[src/rtl/sdfm_sinc_bank.sv]
// N-channel sinc1/2/3 decimation filter bank for sigma-delta modulator streams.
// Per-channel synchronisers and CIC filters feed holding registers, which a round-robin arbiter merges into one tagged FIFO.
module sdfm_sinc_bank #(
    parameter int NCH        = 2,
    parameter int DW         = 32,
    parameter int FIFO_DEPTH = 8,
    localparam int CHW       = (NCH > 1) ? $clog2(NCH) : 1,
    localparam int AW        = $clog2(FIFO_DEPTH),
    localparam int LVW       = AW + 1
) (
    input  logic            EXTCLK,
    input  logic            EXTRST,
    input  logic [NCH-1:0]  EN,
    input  logic [1:0]      ORDER,
    input  logic [7:0]      OSR_M1,
    input  logic [NCH-1:0]  DSDIN,
    input  logic [NCH-1:0]  SDCLK,
    input  logic            RDY,
    output logic            VLD,
    output logic [DW-1:0]   DOUT,
    output logic [CHW-1:0]  DCH,
    output logic [LVW-1:0]  LEVEL,
    output logic [NCH-1:0]  OVF,
    input  logic [NCH-1:0]  OVF_CLR
);

    function automatic logic [DW-1:0] f_tap(input logic [1:0] k, input logic [DW-1:0] a,
                                            input logic [DW-1:0] b, input logic [DW-1:0] c);
        case (k)
            2'd1:    f_tap = a;
            2'd2:    f_tap = b;
            2'd3:    f_tap = c;
            default: f_tap = '0;
        endcase
    endfunction

    logic [NCH-1:0] r_sck_p0, r_sck_p1, r_sck_p2;
    logic [NCH-1:0] r_dsd_p0, r_dsd_p1;
    logic [1:0]     r_order_q;
    logic [7:0]     r_osr_q;
    logic [NCH-1:0] r_en_q;

    logic [DW-1:0]  r_i1 [NCH];
    logic [DW-1:0]  r_i2 [NCH];
    logic [DW-1:0]  r_i3 [NCH];
    logic [DW-1:0]  r_d1 [NCH];
    logic [DW-1:0]  r_d2 [NCH];
    logic [DW-1:0]  r_d3 [NCH];
    logic [7:0]     r_cnt [NCH];
    logic [1:0]     r_disc [NCH];
    logic [DW-1:0]  r_hold [NCH];
    logic [NCH-1:0] r_dec_p2;
    logic [NCH-1:0] r_pend;
    logic [NCH-1:0] r_ovf;
    logic [CHW-1:0] r_rr;

    logic [DW-1:0]  r_mem_d [FIFO_DEPTH];
    logic [CHW-1:0] r_mem_c [FIFO_DEPTH];
    logic [AW-1:0]  r_wp, r_rp;
    logic [LVW-1:0] r_level;

    logic [NCH-1:0] w_stb, w_clr, w_load, w_gnt;
    logic           w_cfg_chg;
    logic [DW-1:0]  w_i1n [NCH];
    logic [DW-1:0]  w_i2n [NCH];
    logic [DW-1:0]  w_i3n [NCH];
    logic [DW-1:0]  w_cin [NCH];
    logic [DW-1:0]  w_c1 [NCH];
    logic [DW-1:0]  w_c2 [NCH];
    logic [DW-1:0]  w_c3 [NCH];
    logic [DW-1:0]  w_cout [NCH];
    logic           w_push, w_pop, w_room;
    logic [CHW-1:0] w_gnt_idx;
    int             w_c;

    assign w_stb     = r_sck_p1 & ~r_sck_p2;
    assign w_cfg_chg = (ORDER != r_order_q) || (OSR_M1 != r_osr_q);
    // ORDER=00 and a disabled channel both pin the filter in its cleared state.
    assign w_clr     = {NCH{w_cfg_chg || (ORDER == 2'd0)}} | ~EN | (EN & ~r_en_q);

    always_comb begin
        for (int i = 0; i < NCH; i++) begin
            w_i1n[i]  = r_i1[i] + {{(DW-1){1'b0}}, r_dsd_p1[i]};
            w_i2n[i]  = r_i2[i] + w_i1n[i];
            w_i3n[i]  = r_i3[i] + w_i2n[i];
            w_cin[i]  = f_tap(r_order_q, r_i1[i], r_i2[i], r_i3[i]);
            w_c1[i]   = w_cin[i] - r_d1[i];
            w_c2[i]   = w_c1[i] - r_d2[i];
            w_c3[i]   = w_c2[i] - r_d3[i];
            w_cout[i] = f_tap(r_order_q, w_c1[i], w_c2[i], w_c3[i]);
            w_load[i] = r_dec_p2[i] && (r_disc[i] == 2'd0) && !w_clr[i];
        end
    end

    always_comb begin
        w_gnt     = '0;
        w_gnt_idx = '0;
        w_push    = 1'b0;
        w_c       = 0;
        w_pop     = RDY && (r_level != '0);
        w_room    = (r_level != LVW'(FIFO_DEPTH)) || w_pop;
        for (int k = 0; k < NCH; k++) begin
            w_c = int'(r_rr) + k;
            if (w_c >= NCH) w_c = w_c - NCH;
            if (!w_push && w_room && r_pend[CHW'(w_c)]) begin
                w_push    = 1'b1;
                w_gnt_idx = CHW'(w_c);
            end
        end
        if (w_push) w_gnt[w_gnt_idx] = 1'b1;
    end

    // Edges 0-1: synchronisers; edge 2: integrate/count; edge 3: comb and hold.
    always_ff @(posedge EXTCLK) begin
        if (EXTRST) begin
            r_sck_p0  <= '0;
            r_sck_p1  <= '0;
            r_sck_p2  <= '0;
            r_dsd_p0  <= '0;
            r_dsd_p1  <= '0;
            r_order_q <= '0;
            r_osr_q   <= '0;
            r_en_q    <= '0;
            r_dec_p2  <= '0;
            r_pend    <= '0;
            r_ovf     <= '0;
            for (int i = 0; i < NCH; i++) begin
                r_i1[i]   <= '0;
                r_i2[i]   <= '0;
                r_i3[i]   <= '0;
                r_d1[i]   <= '0;
                r_d2[i]   <= '0;
                r_d3[i]   <= '0;
                r_cnt[i]  <= '0;
                r_disc[i] <= '0;
                r_hold[i] <= '0;
            end
        end else begin
            r_sck_p0  <= SDCLK;
            r_sck_p1  <= r_sck_p0;
            r_sck_p2  <= r_sck_p1;
            r_dsd_p0  <= DSDIN;
            r_dsd_p1  <= r_dsd_p0;
            r_order_q <= ORDER;
            r_osr_q   <= OSR_M1;
            r_en_q    <= EN;
            r_pend    <= w_load | (r_pend & ~w_gnt);
            r_ovf     <= (r_ovf & ~OVF_CLR) | (w_load & r_pend & ~w_gnt);
            for (int i = 0; i < NCH; i++) begin
                if (w_clr[i]) begin
                    r_i1[i]     <= '0;
                    r_i2[i]     <= '0;
                    r_i3[i]     <= '0;
                    r_d1[i]     <= '0;
                    r_d2[i]     <= '0;
                    r_d3[i]     <= '0;
                    r_cnt[i]    <= '0;
                    r_dec_p2[i] <= 1'b0;
                    r_disc[i]   <= ORDER;
                end else begin
                    r_dec_p2[i] <= 1'b0;
                    if (w_stb[i]) begin
                        r_i1[i] <= w_i1n[i];
                        r_i2[i] <= w_i2n[i];
                        r_i3[i] <= w_i3n[i];
                        if (r_cnt[i] == r_osr_q) begin
                            r_cnt[i]    <= '0;
                            r_dec_p2[i] <= 1'b1;
                        end else begin
                            r_cnt[i] <= r_cnt[i] + 8'd1;
                        end
                    end
                    if (r_dec_p2[i]) begin
                        r_d1[i] <= w_cin[i];
                        r_d2[i] <= w_c1[i];
                        r_d3[i] <= w_c2[i];
                        if (r_disc[i] != 2'd0) r_disc[i] <= r_disc[i] - 2'd1;
                    end
                end
                if (w_load[i]) r_hold[i] <= w_cout[i];
            end
        end
    end

    // Edge 4: arbitration result enters the FIFO.
    always_ff @(posedge EXTCLK) begin
        if (EXTRST) begin
            r_rr    <= '0;
            r_wp    <= '0;
            r_rp    <= '0;
            r_level <= '0;
        end else begin
            if (w_push) begin
                r_rr <= (w_gnt_idx == CHW'(NCH - 1)) ? '0 : w_gnt_idx + CHW'(1);
                r_wp <= r_wp + AW'(1);
            end
            if (w_pop) r_rp <= r_rp + AW'(1);
            if (w_push && !w_pop)      r_level <= r_level + LVW'(1);
            else if (!w_push && w_pop) r_level <= r_level - LVW'(1);
        end
    end

    always_ff @(posedge EXTCLK) begin
        if (w_push) begin
            r_mem_d[r_wp] <= r_hold[w_gnt_idx];
            r_mem_c[r_wp] <= w_gnt_idx;
        end
    end

    assign VLD   = (r_level != '0);
    assign DOUT  = VLD ? r_mem_d[r_rp] : '0;
    assign DCH   = VLD ? r_mem_c[r_rp] : '0;
    assign LEVEL = r_level;
    assign OVF   = r_ovf;

endmodule

[config.mk]
export PLATFORM = sky130hd
export DESIGN_NAME = sdfm_sinc_bank
export DESIGN_NICKNAME = d
export VERILOG_FILES = /design/src/rtl/sdfm_sinc_bank.sv
export SDC_FILE = /design/constraint.sdc
export NUM_CORES = 2
export LEC_CHECK = 0
export CORE_MARGIN = 4
export CORE_UTILIZATION = 60
export CTS_CLUSTER_SIZE = 14
export DETAILED_ROUTE_END_ITERATION = 16
export PLACE_DENSITY_LB_ADDON = 0.08
export SYNTH_ARGS = -nofsm -noshare
export SYNTH_HDL_FRONTEND = slang
export SYNTH_SLANG_ARGS = --single-unit
[constraint.sdc]
create_clock -name EXTCLK -period 15.1 [get_ports EXTCLK]
set_clock_uncertainty 0.1 [all_clocks]
set_input_delay 1.51 -clock EXTCLK [delete_from_list [all_inputs] [get_ports EXTCLK]]
set_output_delay 1.51 -clock EXTCLK [all_outputs]
set_load 0.01 [all_outputs]
== After elaboration in Yosys (flattened, before gate mapping) ==
Memory sizes are Yosys's and may differ from the RTL's. A register that Yosys moved wholly into a read port is not among the register bits.
Index checks and enable logic that the tools add are counted.

* Register bits: 39
* Memories kept: 11
* Memory bits (writable): 732
* Bits of input ports: 21
* Logic and storage cells: 265
* Output and inout bits: 40

* Eq/ne operators: 8
* Multiplexer cells: 124
* Reduce and logical (&&, ||, !) cells: 26
* Order comparisons: 6
* Bitwise gates (word level): 51
* Add/subtract/negate cells: 24

{| class="wikitable"
|+ Memories
! memory !! words !! width !! rd ports !! clocked after memory_dff !! write ports !! RTL line !! source
|-
| r_mem_d || 8 || 32 || 1 || 1 || 1 || 57 || <nowiki>logic [DW-1:0] r_mem_d [FIFO_DEPTH];</nowiki>
|-
| r_d1 || 2 || 32 || 2 || 0 || 2 || 46 || <nowiki>logic [DW-1:0] r_d1 [NCH];</nowiki>
|-
| r_d2 || 2 || 32 || 2 || 0 || 2 || 47 || <nowiki>logic [DW-1:0] r_d2 [NCH];</nowiki>
|-
| r_d3 || 2 || 32 || 2 || 0 || 2 || 48 || <nowiki>logic [DW-1:0] r_d3 [NCH];</nowiki>
|-
| r_hold || 2 || 32 || 1 || 0 || 2 || 51 || <nowiki>logic [DW-1:0] r_hold [NCH];</nowiki>
|-
| r_i1 || 2 || 32 || 2 || 0 || 2 || 43 || <nowiki>logic [DW-1:0] r_i1 [NCH];</nowiki>
|-
| 5 more memories || - || - || - || - || - || - ||
|}

{| class="wikitable"
|+ Operators by type and width
! kind !! count
|-
| $mux W32 || 27
|-
| $pmux W32 S3 || 4
|-
| $sub A32 B32 Y32 || 6
|-
| $add A32 B32 Y32 || 4
|-
| $mux W1 || 75
|-
| $add A32 B1 Y32 || 2
|-
| $mux W8 || 6
|-
| $or A1 B1 Y1 || 36
|-
| $add A8 B1 Y8 const B || 2
|-
| $eq A8 B8 Y1 || 2
|-
| $and A2 B2 Y2 || 6
|-
| $mux W3 || 4
|-
| $logic_and A1 B1 Y1 || 11
|-
| $mux W2 || 5
|-
| $not A2 Y2 || 5
|-
| $mux W4 || 2
|-
| $ne A8 B8 Y1 || 1
|-
| $or A2 B2 Y2 || 4
|-
| $add A3 B1 Y3 const B || 2
|-
| $logic_not A2 Y1 || 3
|-
| $lt A1 B3 Y1 const B || 2
|-
| $reduce_bool A2 Y1 || 3
|-
| $logic_not A1 Y1 || 5
|-
| $add A4 B1 Y4 const B || 1
|-
| 16 further kinds || 21
|}

== Logic depth before layout (Yosys ltp) ==
* Word-level depth: 19
* Mapped depth: 41
* Depth with buffers taken out: 38

== Worst setup path after synthesis ==
Ideal clock, no wire load.

* Kind: register to register
* From: register r_order_q[0]
* To: memory r_hold[1][31] (data pin)
* Buffers on the path: 3
* Clock period less this slack: 7.893 ns
* Required time: 14.820 ns
* Library setup time: 0.180 ns
* Slack: 7.207 ns
* Arrival: 7.613 ns
* Cell stages (with the launch flop): 40
* Cell sequence: dfxtp_1 -> clkbuf_1 -> clkbuf_1 -> clkbuf_1 -> mux2i_1 -> nor2_1 -> a21oi_1 -> inv_1 -> ha_1 -> nor2b_1 -> o31a_1 -> o21ba_2 -> o21ai_0 -> nand2_1 -> a31oi_1 -> o21bai_1 -> a21oi_1 -> xnor2_1 -> (+4 left out) -> o21a_1 -> a21o_1 -> a31o_2 -> a21oi_1 -> xnor2_1 -> inv_1 -> ha_1 -> and3_1 -> and4b_1 -> a211oi_1 -> o21ai_0 -> a211oi_1 -> a21oi_1 -> a31oi_1 -> xnor2_1 -> nand2b_1 -> xnor2_1 -> o311ai_1

{| class="wikitable"
|+ RTL lines
! item !! RTL line !! source
|-
| start, declared || 39 || <nowiki>logic [1:0] r_order_q;</nowiki>
|-
| start signal, assigned || 121 || <nowiki>r_order_q <= '0;</nowiki>
|-
| start signal, assigned || 144 || <nowiki>r_order_q <= ORDER;</nowiki>
|-
| end, declared || 51 ||
|}

==> flow_metrics.env <==
export IMPL_die_width_um=293
export IMPL_ys_seq_area_share_pct=46.9
export IMPL_rsz0062_at_grt="no"
export IMPL_hold_viol=0
export IMPL_p_per_area_mw_per_mm2=89.5
export IMPL_ir_drop_v=0.0000787
export IMPL_min_path_type="register to register"
export IMPL_cap_viol_max_count=0
export IMPL_post_cts_buffers=0
export IMPL_syn_area_mm2=0.0487
export IMPL_rows=104
export IMPL_crit_path_max_incr_delay_ns=0.77
export IMPL_place_inst=5572
export IMPL_h_tree_depth=3
export IMPL_seqPwrFrac_pct=48.7
export IMPL_synth_fp_nets=4903
export IMPL_finalSetupTns_ns=0
export IMPL_syn_area_per_cell_um2=10.7
export IMPL_path_clk_slew_ns=0.06
export IMPL_tightest_slew_ns=1.07
export IMPL_cts_sinks=774
export IMPL_grt_pass1_wl_um=179000
export IMPL_dpl_cell_area_mm2=0.0505
export IMPL_yosysWarningCount=0
export IMPL_dpl_hpwl_um=78100
export IMPL_wirelength_um=112000
export IMPL_critPathRequiredTime_ns=15.46
export IMPL_cts_tree="built"
export IMPL_grt_overflow_total=0
export IMPL_worstPathArrival_ns=9.65
export IMPL_synth_edf_count=732
export IMPL_cpMaxStageDelayCell="dfxtp_4"
export IMPL_drv_slew=0
export IMPL_synth_cells=4548
export IMPL_worstSetupPathType="register to register"
export IMPL_root_buffer="clkbuf_16"
export IMPL_drtAntennaViolNets=0
export IMPL_drc_errors=0
export IMPL_synth_largest_area_cell="edfxtp_1"
export IMPL_p_clk_share_pct=47.0
export IMPL_cts_hold_buf=0
export IMPL_finalNonFillerCells=5731
export IMPL_grt_pass1_vias=32800
export IMPL_fin_area_mm2=0.0536
export IMPL_swShare_pct=21.3
export IMPL_final_nets=4954
export IMPL_async_flop_share_pct=0
export IMPL_area_delta_synth_final_pct=10.0
export IMPL_min_period_ns=9.30
export IMPL_status="finished, final reports clean"
export IMPL_cts_resized=0
export IMPL_p_int_mw=3.78
export IMPL_start_kind="register"
export IMPL_yosys_cell_types_count=104
export IMPL_insertion_delay_ns=0.65
export IMPL_ios=61
export IMPL_wl_per_cell_um=19.5
export IMPL_grt_max_degree=74
export IMPL_yosys_top_cells_count="edfxtp_1, nor2_1, ha_1, inv_1, and2_1"
export IMPL_drive_above_1_share_pct=7.79
export IMPL_die_area_mm2=0.0857
export IMPL_coreArea_mm2=0.0804
export IMPL_synth_seq_cells=774
export IMPL_post_place_ws_ns=5.83
export IMPL_fmax_ghz=0.108
export IMPL_p_comb_share_pct=4.2
export IMPL_first_pass_iters=6
export IMPL_cp_max_fo=61
export IMPL_critPathCaptureType="register"
export IMPL_finalCritPeriodShare_pct=61.6
export IMPL_slew_headroom_pct=28.7
export IMPL_grt_use_total_pct=25.8
export IMPL_place_gp_congestion=0.918
export IMPL_n_antenna_cell=0
export IMPL_io_buffers=60
export IMPL_start_util_pct=60.5
export IMPL_synth_top_area_share_pct=45.2
export IMPL_dr_first_iter_drc_count=2935
export IMPL_p_switching_mw=1.02
export IMPL_vias=34100
export IMPL_yosysMostFrequentCell="edfxtp_1"
export IMPL_cts_buffers=85
export IMPL_ys_top_cells_by_area="edfxtp_1, ha_1, xnor2_1"
export IMPL_power_leakage_nw=21.7
export IMPL_viasPerCell=5.94
export IMPL_hold_ws_ns=0.342
export IMPL_synth_flop_cell="edfxtp_1"
export IMPL_clk_path_buf_depth=3
export IMPL_layout_setup_ws_ns=5.80
export IMPL_die_h_um=293
export IMPL_antenna_found_initial=0
export IMPL_finalSetupViolations=0
-- sequential cells by signal, indices dropped and copies added (netlist names), 3 cells and up, named ones only --
signal / flops
LEVEL: 4
r_cnt: 16
r_d1: 64
r_d2: 64
r_d3: 64
r_disc: 4
r_hold: 64
r_i1: 64
r_i2: 64
r_i3: 64
r_mem_c: 8
r_mem_d: 256
r_osr_q: 8
r_rp: 3
r_wp: 3
-- kinds of logic (layout without fill, tap and decap cells) --
| kind of cell | Yosys count | after routing | synth area share, % |
|---|---|---|---|
| simple gates | 1405 | 1405 | 14.5 |
| compound gates | 1004 | 1004 | 13.5 |
| mux | 215 | 215 | 6.22 |
| fa+ha+maj | 334 | 334 | 8.76 |
| xor+xnor | 362 | 362 | 6.56 |
| buf+inv | 454 | 577 | 3.53 |
| flops | 774 | 774 | 46.9 |
-- power by group through the flow --
stage          logic [mW]  clock network [mW]  registers [mW]
6_report            0.202                2.26            2.34
4_1_cts             0.199                2.30            2.34
3_5_place_dp        0.198                   0            2.38
2_1_floorplan       0.153                   0            2.38
3_3_place_gp        0.195                   0            2.38
5_1_grt             0.220                2.39            2.34
-- layout make-up --
| class | instances | area [um^2] |
|---|---|---|
| clock buffers | 96 | 2180 |
| clock inverters | 63 | 895 |
| fillers | 6186 | 26900 |
| inverters | 322 | 1210 |
| multi-input cells | 3320 | 24200 |
| flip-flops and latches | 774 | 22800 |
| well taps | 1060 | 1330 |
| repair buffers | 96 | 866 |
-- final timing paths --
check	slack, ns	startpoint	endpoint	depth (start not counted)
max	5.80	r_order_q[0]	r_hold[1][31]	40
min	0.34	r_sck_p0[1]	r_sck_p1[1]	1
max reg2reg	5.80	r_order_q[0]	r_hold[1][31]	40
min reg2reg	0.34	r_sck_p0[1]	r_sck_p1[1]	1
-- per-stage QoR --
step                      util (%)  power [mW]
final                         66.6        4.80
after global routing          66.6        4.95
after CTS                     66.6        4.83
after detailed placement      62.8        2.58
after global placement        62.8        2.58
after floorplan                  -        2.53
-- worst max-delay path, delay by kind of cell, from the launching register on --
kind | cells | cell delay [ns]
AO/OA/AOI/OAI | 17 | 3.45
buffers and inverters | 4 | 1.01
XOR/XNOR | 4 | 0.71
flip-flops | 1 | 0.77
adder cells (fa/ha/maj) | 4 | 1.37
AND/OR/NAND/NOR | 11 | 1.63
-- cells in the final DEF, fill, tap and decap left out, types with 109 or more instances in the layout --
master,instances
ha_1,323
a21oi_1,274
nand2_1,259
xor2_1,134
a21o_1,127
xnor2_1,226
edfxtp_1,732
o21ai_0,217
and2_1,279
inv_1,320
nor2_1,403
mux2i_1,109
-- per-layer routing --
metal  wire length (um)  vias to the layer above  GRT usage (%)
met5                  0                        -              0
met4               2770                        0           6.70
li1                   -                    16700              -
met1              53000                    16300           38.7
met2              50500                      934           41.0
met3               5700                      157           2.34
No activity file was read; power rests on OpenSTA's default activity.
